--- src/rtl/spixfer_pkg.sv ---
// spixfer_pkg: shared constants and helpers for the spixfer SPI master.
// State encodings, SPI mode bit positions and small elaboration-time helpers.
package spixfer_pkg;

  // FSM state encodings (kept as plain constants for legacy tool flows)
  typedef logic [1:0] state_t;
  localparam state_t ST_IDLE  = 2'd0;
  localparam state_t ST_SETUP = 2'd1;
  localparam state_t ST_SHIFT = 2'd2;
  localparam state_t ST_HOLD  = 2'd3;

  // Bit positions inside the 2-bit MODE value {CPOL,CPHA}
  localparam int MODE_CPOL_BIT = 1;
  localparam int MODE_CPHA_BIT = 0;

  // Idle level of SCL for a given mode
  function automatic logic mode_cpol(input int mode);
    logic [1:0] m;
    m = mode[1:0];
    return m[MODE_CPOL_BIT];
  endfunction

  // 1 when data is shifted on the leading edge and sampled on the trailing one
  function automatic logic mode_cpha(input int mode);
    logic [1:0] m;
    m = mode[1:0];
    return m[MODE_CPHA_BIT];
  endfunction

  function automatic int max3(input int a, input int b, input int c);
    int m;
    m = (a > b) ? a : b;
    return (m > c) ? m : c;
  endfunction

  // Counter width able to hold 0..v-1, never narrower than one bit
  function automatic int clog2_min1(input int v);
    return (v > 1) ? $clog2(v) : 1;
  endfunction

endpackage

--- src/rtl/spixfer_clkgen.sv ---
// spixfer_clkgen: SCL divider for the spixfer SPI master.
// While en is high SCL toggles every DIV cycles starting in the first enabled
// cycle; lead_edge/trail_edge flag the cycle that drives SCL away from / back
// to its idle level. With en low SCL is forced to CPOL and the divider clears.
module spixfer_clkgen
  import spixfer_pkg::*;
#(
  parameter int   DIV  = 1,
  parameter logic CPOL = 1'b1
) (
  input  logic clk,
  input  logic rst,
  input  logic en,
  output logic scl,
  output logic lead_edge,
  output logic trail_edge
);

  localparam int DW = clog2_min1(DIV);
  localparam logic [DW-1:0] DIV_LAST = DW'(DIV - 1);

  logic [DW-1:0] div_q, div_d;
  logic          scl_q, scl_d;
  logic          tick;

  assign tick       = en && (div_q == '0);
  assign lead_edge  = tick && (scl_q == CPOL);
  assign trail_edge = tick && (scl_q != CPOL);
  assign scl        = scl_q;

  // Divider and SCL next-state: toggle on each tick, park at CPOL when disabled
  always_comb begin
    div_d = '0;
    scl_d = CPOL;
    if (en) begin
      div_d = (div_q == DIV_LAST) ? '0 : div_q + DW'(1);
      scl_d = tick ? ~scl_q : scl_q;
    end
  end

  // Divider and SCL registers
  always_ff @(posedge clk) begin
    if (rst) begin
      div_q <= '0;
      scl_q <= CPOL;
    end else begin
      div_q <= div_d;
      scl_q <= scl_d;
    end
  end

endmodule

--- src/rtl/spixfer.sv ---
// spixfer: parametrised SPI master transfer engine (one WIDTH-bit word per
// transfer, MSB first, any SPI mode, programmable CS_n setup/hold).
// Optional receive path enabled by defining SPIXFER_MISO_EN; without it MISO
// is ignored and rx reads 0.
// All outputs come straight from flops; next-state values are computed from
// the upcoming state so that each output lines up with the state it reflects.
module spixfer
  import spixfer_pkg::*;
#(
  parameter int WIDTH    = 24,
  parameter int DIV      = 1,
  parameter int MODE     = 3,
  parameter int CS_SETUP = 1,
  parameter int CS_HOLD  = 1
) (
  input  logic             clk,
  input  logic             rst,
  input  logic             start,
  input  logic [WIDTH-1:0] tx,
  output logic             busy,
  output logic             done,
  output logic [WIDTH-1:0] rx,
  input  logic             MISO,
  output logic             MOSI,
  output logic             SCL,
  output logic             CS_n
);

  localparam logic CPOL   = mode_cpol(MODE);
  localparam logic CPHA   = mode_cpha(MODE);
  localparam int   SHIFT_CYCLES = 2 * WIDTH * DIV;
  localparam int   PH_W   = clog2_min1(max3(CS_SETUP, SHIFT_CYCLES, CS_HOLD));
  localparam int   BC_W   = $clog2(WIDTH + 1);

  localparam logic [PH_W-1:0] PH_SETUP = PH_W'(CS_SETUP - 1);
  localparam logic [PH_W-1:0] PH_SHIFT = PH_W'(SHIFT_CYCLES - 1);
  localparam logic [PH_W-1:0] PH_HOLD  = PH_W'(CS_HOLD - 1);
  localparam logic [BC_W-1:0] BC_LOAD  = BC_W'(WIDTH);
  localparam logic [BC_W-1:0] BC_LAST  = BC_W'(1);

  state_t           state_q, state_d;
  logic [PH_W-1:0]  phase_q, phase_d;
  logic [WIDTH-1:0] sh_q, sh_d;
  logic [BC_W-1:0]  bit_q, bit_d;
  logic             mosi_q, mosi_d;
  logic             busy_q, busy_d;
  logic             cs_n_q, cs_n_d;
  logic             done_q, done_d;
  logic             accept;
  logic             lead_edge, trail_edge;

  assign accept = (state_q == ST_IDLE) && start;

  // SCL generation runs for exactly the cycles that feed the SHIFT phase
  spixfer_clkgen #(
    .DIV  (DIV),
    .CPOL (CPOL)
  ) u_clkgen (
    .clk        (clk),
    .rst        (rst),
    .en         (state_d == ST_SHIFT),
    .scl        (SCL),
    .lead_edge  (lead_edge),
    .trail_edge (trail_edge)
  );

  // Phase sequencing: each phase loads its length-1 and counts down to zero
  always_comb begin
    state_d = state_q;
    phase_d = phase_q;
    case (state_q)
      ST_IDLE: begin
        if (start) begin
          state_d = ST_SETUP;
          phase_d = PH_SETUP;
        end
      end
      ST_SETUP: begin
        if (phase_q == '0) begin
          state_d = ST_SHIFT;
          phase_d = PH_SHIFT;
        end else begin
          phase_d = phase_q - 1'b1;
        end
      end
      ST_SHIFT: begin
        if (phase_q == '0) begin
          state_d = ST_HOLD;
          phase_d = PH_HOLD;
        end else begin
          phase_d = phase_q - 1'b1;
        end
      end
      ST_HOLD: begin
        if (phase_q == '0) begin
          state_d = ST_IDLE;
          phase_d = '0;
        end else begin
          phase_d = phase_q - 1'b1;
        end
      end
      default: begin
        state_d = ST_IDLE;
        phase_d = '0;
      end
    endcase
  end

  // Transmit shifter: CPHA=0 presents the MSB during setup and advances on
  // trailing edges (none after the last bit); CPHA=1 idles MOSI at 0 and
  // advances on leading edges. The bit counter tracks remaining trailing edges.
  always_comb begin
    sh_d   = sh_q;
    bit_d  = bit_q;
    mosi_d = mosi_q;
    if (accept) begin
      bit_d = BC_LOAD;
      if (CPHA) begin
        sh_d   = tx;
        mosi_d = 1'b0;
      end else begin
        sh_d   = tx << 1;
        mosi_d = tx[WIDTH-1];
      end
    end else begin
      if (CPHA && lead_edge) begin
        mosi_d = sh_q[WIDTH-1];
        sh_d   = sh_q << 1;
      end
      if (trail_edge) begin
        bit_d = bit_q - 1'b1;
        if (!CPHA && (bit_q != BC_LAST)) begin
          mosi_d = sh_q[WIDTH-1];
          sh_d   = sh_q << 1;
        end
      end
    end
    if (state_d == ST_IDLE) begin
      mosi_d = 1'b0;
    end
  end

  // Status outputs reflect the state of the cycle they are visible in
  always_comb begin
    busy_d = (state_d != ST_IDLE);
    cs_n_d = (state_d == ST_IDLE);
    done_d = (state_d == ST_HOLD) && (phase_d == '0);
  end

  // Control and transmit registers
  always_ff @(posedge clk) begin
    if (rst) begin
      state_q <= ST_IDLE;
      phase_q <= '0;
      sh_q    <= '0;
      bit_q   <= '0;
      mosi_q  <= 1'b0;
      busy_q  <= 1'b0;
      cs_n_q  <= 1'b1;
      done_q  <= 1'b0;
    end else begin
      state_q <= state_d;
      phase_q <= phase_d;
      sh_q    <= sh_d;
      bit_q   <= bit_d;
      mosi_q  <= mosi_d;
      busy_q  <= busy_d;
      cs_n_q  <= cs_n_d;
      done_q  <= done_d;
    end
  end

  assign MOSI = mosi_q;
  assign busy = busy_q;
  assign CS_n = cs_n_q;
  assign done = done_q;

`ifdef SPIXFER_MISO_EN
  logic [WIDTH-1:0] rx_shift_q, rx_shift_d;
  logic [WIDTH-1:0] rx_q, rx_d;
  logic             sample;

  // MISO is taken in the cycle that drives SCL to the sampling level
  assign sample = CPHA ? trail_edge : lead_edge;

  // Receive shifter fills LSB-first-in; the word is published with done
  always_comb begin
    rx_shift_d = sample ? {rx_shift_q[WIDTH-2:0], MISO} : rx_shift_q;
    rx_d       = done_d ? rx_shift_d : rx_q;
  end

  // Receive registers
  always_ff @(posedge clk) begin
    if (rst) begin
      rx_shift_q <= '0;
      rx_q       <= '0;
    end else begin
      rx_shift_q <= rx_shift_d;
      rx_q       <= rx_d;
    end
  end

  assign rx = rx_q;
`else
  logic unused_miso;
  assign unused_miso = MISO;
  assign rx          = '0;
`endif

endmodule

--- config.mk ---
export PLATFORM = sky130hd
export DESIGN_NAME = spixfer
export DESIGN_NICKNAME = d
export VERILOG_FILES = /design/src/rtl/spixfer_pkg.sv /design/src/rtl/spixfer_clkgen.sv /design/src/rtl/spixfer.sv
export SDC_FILE = /design/constraint.sdc
export NUM_CORES = 1
export LEC_CHECK = 0
export BUFFER_PORTS_ARGS = -buffer_cell sky130_fd_sc_hd__buf_4
export CORE_MARGIN = 4
export CORE_UTILIZATION = 35
export DETAILED_ROUTE_END_ITERATION = 12
export HOLD_SLACK_MARGIN = 0.1
export PLACE_DENSITY = 0.58
export SLEW_MARGIN = 40
export SYNTH_ARGS = -nofsm -noshare
export SYNTH_HDL_FRONTEND = slang
export SYNTH_HIERARCHICAL = 1
export SYNTH_SLANG_ARGS = --single-unit
export TNS_END_PERCENT = 30
--- constraint.sdc ---
create_clock -name clk -period 2.7 [get_ports clk]
set_input_delay 0.54 -clock clk [delete_from_list [all_inputs] [get_ports clk]]
set_output_delay 0.54 -clock clk [all_outputs]
set_load 0.01 [all_outputs]
After elaboration in Yosys (flattened, before gate mapping)

Cells that the tools add are included.

$add $sub $neg: 2
$mul: 0
Divide/modulo/power cells: 0
$lt $le $gt $ge: 0
Equal/unequal tests: 5
Shift operators: 0
Muxes and demuxes: 11
Bitwise operators: 3
Reductions and logical operators: 14

Operators by type and width:

| operator            | count |
|---|---|
| $mux 24             | 2 |
| $mux 6              | 3 |
| $pmux 6 s3          | 1 |
| $logic_not 6->1     | 2 |
| $eq 2x2->1 const B  | 4 |
| $mux 2              | 4 |
| $pmux 2 s4          | 1 |
| $reduce_or 3->1     | 2 |
| $sub 6x1->6 const B | 1 |
| $logic_and 1x1->1   | 4 |
| $logic_not 2->1     | 2 |
| $reduce_bool 2->1   | 2 |
| $reduce_or 2->1     | 2 |
| $not 1->1           | 3 |
| $eq 2x1->1 const B  | 1 |
| $add 1x1->1 const B | 1 |

Register bits: 38
Latch bits: 0
RAM bits: 0
Bits in read-only memories: 0
Output and inout bits: 29
Logic and storage cells: 44
Memories: 0

Logic depth before layout (Yosys ltp)

Depth in word-level cells: 8
Depth in mapped cells: 12
Depth with buffers taken out: 9

Modules after synthesis

Netlist, hierarchy kept.

By module, submodules not included:

| module         | instances | cells each | area each (um^2) |
|---|---|---|---|
| spixfer        | 1         | 218        | 1899.3 |
| spixfer_clkgen | 1         | 7          | 77.6 |

Worst setup path after synthesis

OpenSTA, ideal clock, no wires.

Path type: register -> register
From: register phase_q[0]
To: register sh_q[10]
Setup time: 0.137 ns
Arrival time: 2.775 ns
Data required time: 2.563 ns
Path slack: -0.212 ns
Stages on the path, launching flop included: 13
Buffers on the path: 3
Cell sequence: dfxtp_1 -> inv_1 -> ha_1 -> or3b_1 -> buf_2 -> nor3_2 -> nand2_1 -> o22ai_1 -> and3b_2 -> buf_2 -> buf_1 -> mux2i_1 -> a211oi_1

Cells in the longest elaborated chain, start to end: 7
Elaborated cells between the ends (all ways): 9
Classes of those cells: eq/ne: 1; mux: 4; reduce/logical: 4

Ends and longest elaborated chain:

| element                          | RTL line                                    | source |
|---|---|---|
| from (decl)                      | spixfer.sv:42                               | `logic [PH_W-1:0] phase_q, phase_d;` |
| from (signal assigned)           | spixfer.sv:163                              | `phase_q <= phase_d;` |
| $logic_not 6->1 *                | spixfer.sv:79, spixfer.sv:87, spixfer.sv:95 |  |
| $mux 2, on equally long branches | spixfer.sv:95, spixfer.sv:79, spixfer.sv:87 |  |
| $pmux 2 s4 *                     | spixfer.sv:71                               | `case (state_q)` |
| $eq 2x2->1 *                     | spixfer.sv:61                               | `.en (state_d == ST_SHIFT),` |
| $logic_and 1x1->1 *              | spixfer_clkgen.sv:26                        | `assign tick = en && (div_q == '0);` |
| $logic_and 1x1->1 *              | spixfer_clkgen.sv:27                        | `assign lead_edge = tick && (scl_q == CPOL);` |
| named net lead_edge              | spixfer.sv:50                               | `logic lead_edge, trail_edge;` |
| $reduce_bool 2->1 (no line) *    | n/a                                         |  |
| to (signal assigned)             | spixfer.sv:155                              | `sh_q <= '0;` |
| to (signal assigned)             | spixfer.sv:164                              | `sh_q <= sh_d;` |
| to (decl)                        | spixfer.sv:43                               | `logic [WIDTH-1:0] sh_q, sh_d;` |

Mark *: on every way through the listed nets, which the timed path passes. The rest lies on a longest branch.
A chain may end at the register's enable or synchronous reset.

Worst setup path after layout

From: register phase_q[0]
To: register sh_q[20]

The elaborated chain is that of the path after synthesis.

==> metrics.md <==
| Metric | Value |
|---|---|
| Fin. max-slew vios | 0 |
| Path type of the worst setup path | reg -> reg |
| Layout Nets | 279 |
| Via count | 1554 |
| Crit. Startpoint | phase_q[0] |
| Die area | 6890 µm² |
| Actual slew at the worst max-slew pin | 0.523 ns |
| Global route overflow | 0 |
| Wire length per cell | 12.2 µm |
| Initial antenna violation count | 0 |
| Worst setup EP type | flip-flop |
| CTS tree | yes |
| Initial drt markers | 122 |
| Run status | finished clean |
| Cells after Synth | 224 |
| Crit-path leading delay family | simple AND/OR/NAND/NOR gates |
| Post-Route M1 WL | 1.96 mm |
| CTS max path bufs | 2 |
| Pin count of the biggest net entering global routing | 48 |
| Number of global-route vias before repair | 1523 |
| Post-route insts no fill | 322 |
| Syn Area/Cell | 8.79 µm² |
| Critical Path Max Stage Delay | 0.40 ns |
| Yosys warns | 6 |
| R2r worst-path depth | 10 |
| Post-DP HPWL | 2.60 mm |
| R2R Path Start | phase_q[0] |
| CP Cell Sequence | inv_1 > ha_1 > or3b_1 > nor3_2 > nand2_1 > o22ai_2 > and3b_2 > buf_12 > mux2i_1 > a211oi_1 |
| Hold Crit Class | reg -> reg |
| First-pass GRT wire length | 6.82 mm |
| Worst-path fanout max | 25 |
| Met2 WL | 1.70 mm |
| Placed cells | 314 |
| IO buf count | 31 |
| Critical path data arrival time | 2.65 ns |
| Final worst setup slack | 0.212 ns |
| Final Skew | 0.00388 ns |
| WP depth | 10 |
| Rows | 27 |
| Remaining DRCs | 0 |
| R2R setup slack | 0.21 ns |
| WP buf/inv | 2 |
| Ant. Diodes | 0 |
| Setup Buffers After CTS | 0 |
| Crit share post-route | 0.921 |
| LEAKAGE | 0.000900 µW |
| Worst-path clk slew | 0.07 ns |
| CTS Buf Count | 5 |
| Final setup viols | 0 |
| Clk root buf | clkbuf_8 |
| Core area | 5470 µm² |
| Synthesized area | 1970 µm² |
| Max IR drop VDD | 367 µV |
| Share of cells above drive strength 1 | 0.196 |
| Worst skew pair latency | 0.29 ns |
| Die width | 83.0 µm |
| Worst Setup EP | sh_q[20] |
| DR pass1 iterations | 4 |
| Worst EP required | 2.86 ns |
| Initial Util | 0.360 |
| Reg-to-reg critical path endpoint | sh_q[20] |
| Gr usage total | 0.117 |
| Fmax | 402 MHz |
| DR WL met3 | 232 µm |
| Vias/cell | 4.83 |
| I/O pin count | 57 |
| DR top layer | met4 |
| Startpoint types | flip-flop |
| Total Routed Length | 3.94 mm |
| Sink Count | 38 |
| Die height | 83.0 µm |
| ANT nets after route | 0 |
| Setup WS pre-CTS | 0.209 ns |
| Max-Cap Viols | 0 |
| Tmin final | 2.49 ns |
| Hold-fix buffers at CTS | 0 |
| Final Hold Violating Endpoints | 0 |
| H-tree Lvls | 2 |
| RePlAce Congestion | 0.770 |
| Synth-to-layout area growth | 15.7% |
| Pwr/cell area | 1000 nW/µm² |
| Total power | 2280 µW |
| Worst path slowest cell | or3b_1 |
| Max transition margin | 0.650 |
-- layout by cell type, fill, tap and decap left out, types with 2 or more instances in the layout --
master    count
dfxtp_1      38
nor2_1       34
buf_4        34
mux2i_1      25
conb_1       25
a211oi_1     23
inv_1         7
nand2_1       7
a21oi_1       7
clkbuf_8      6
o21ai_0       5
nand3b_1      3
nand3_1       3
or3_1         2
nor3_1        2
or4_1         2
ha_1          2
-- where the power goes --
part	total (µW)	internal, µW	switching, µW
sequential	879	733	146
clock	410	205	205
combinational	994	460	534
total	2280	1400	885
-- through the flow --
step	setup TNS, ns	util	hold slack, ns	cell area [µm²]
final	0	0.416	0.495	2280
after global placement	0	0.398	0.466	2180
after global routing	-0.106	0.416	0.515	2280
after floorplan	-1.37	-	0.461	2060
after CTS	0	0.415	0.494	2270
after detailed placement	0	0.398	0.484	2180
-- layout make-up --
cell class	instances	area, µm²
fillers	578	3190
flip-flops and latches	38	761
inverters	7	26.3
clock inverters	2	12.5
clock buffers	6	82.6
multi-input cells	162	1030
repair buffers	35	275
well taps	72	90.1
-- registers in the layout, indices dropped and copies added (netlist names) --
name and cells:
CS_n 1, MOSI 1, busy 1, done 1, phase_q 6, sh_q 24
state_q 2, u_clkgen/div_q 1, u_clkgen/scl 1
-- worst register-to-register path, cell delays in order, from the launching register on --
cell      delay [ns]
dfxtp_1         0.38
inv_1           0.15
ha_1            0.21
or3b_1          0.40
nor3_2          0.15
nand2_1         0.14
o22ai_2         0.18
and3b_2         0.23
buf_12          0.21
mux2i_1         0.24
a211oi_1        0.09
-- per-layer routing --
| metal | vias up | track usage |
|---|---|---|
| met3 | 4 | 0.0377 |
| met4 | 0 | 0.0520 |
| met2 | 46 | 0.184 |
| li1 | 792 | - |
| met1 | 712 | 0.146 |
| met5 | - | 0 |
-- what timing repair did --
item / CTS / global route
hold endpoints to repair: 0 / 0
endpoints found under the setup margin: 0 / 17
resized for setup: 0 / 1
-- worst min path at each step --
stage                   startpoint            to  slack, ns  cells past startpoint
finish                     sh_q[0]       sh_q[0]       0.49                      2
global route        u_clkgen/div_q  u_clkgen/scl       0.52                      2
CTS                          tx[0]       sh_q[0]       0.49                      3
detailed placement  u_clkgen/div_q  u_clkgen/scl       0.48                      2
global placement    u_clkgen/div_q  u_clkgen/scl       0.47                      2
floorplan           u_clkgen/div_q  u_clkgen/scl       0.46                      2
Power figures use the tool's default switching activity.
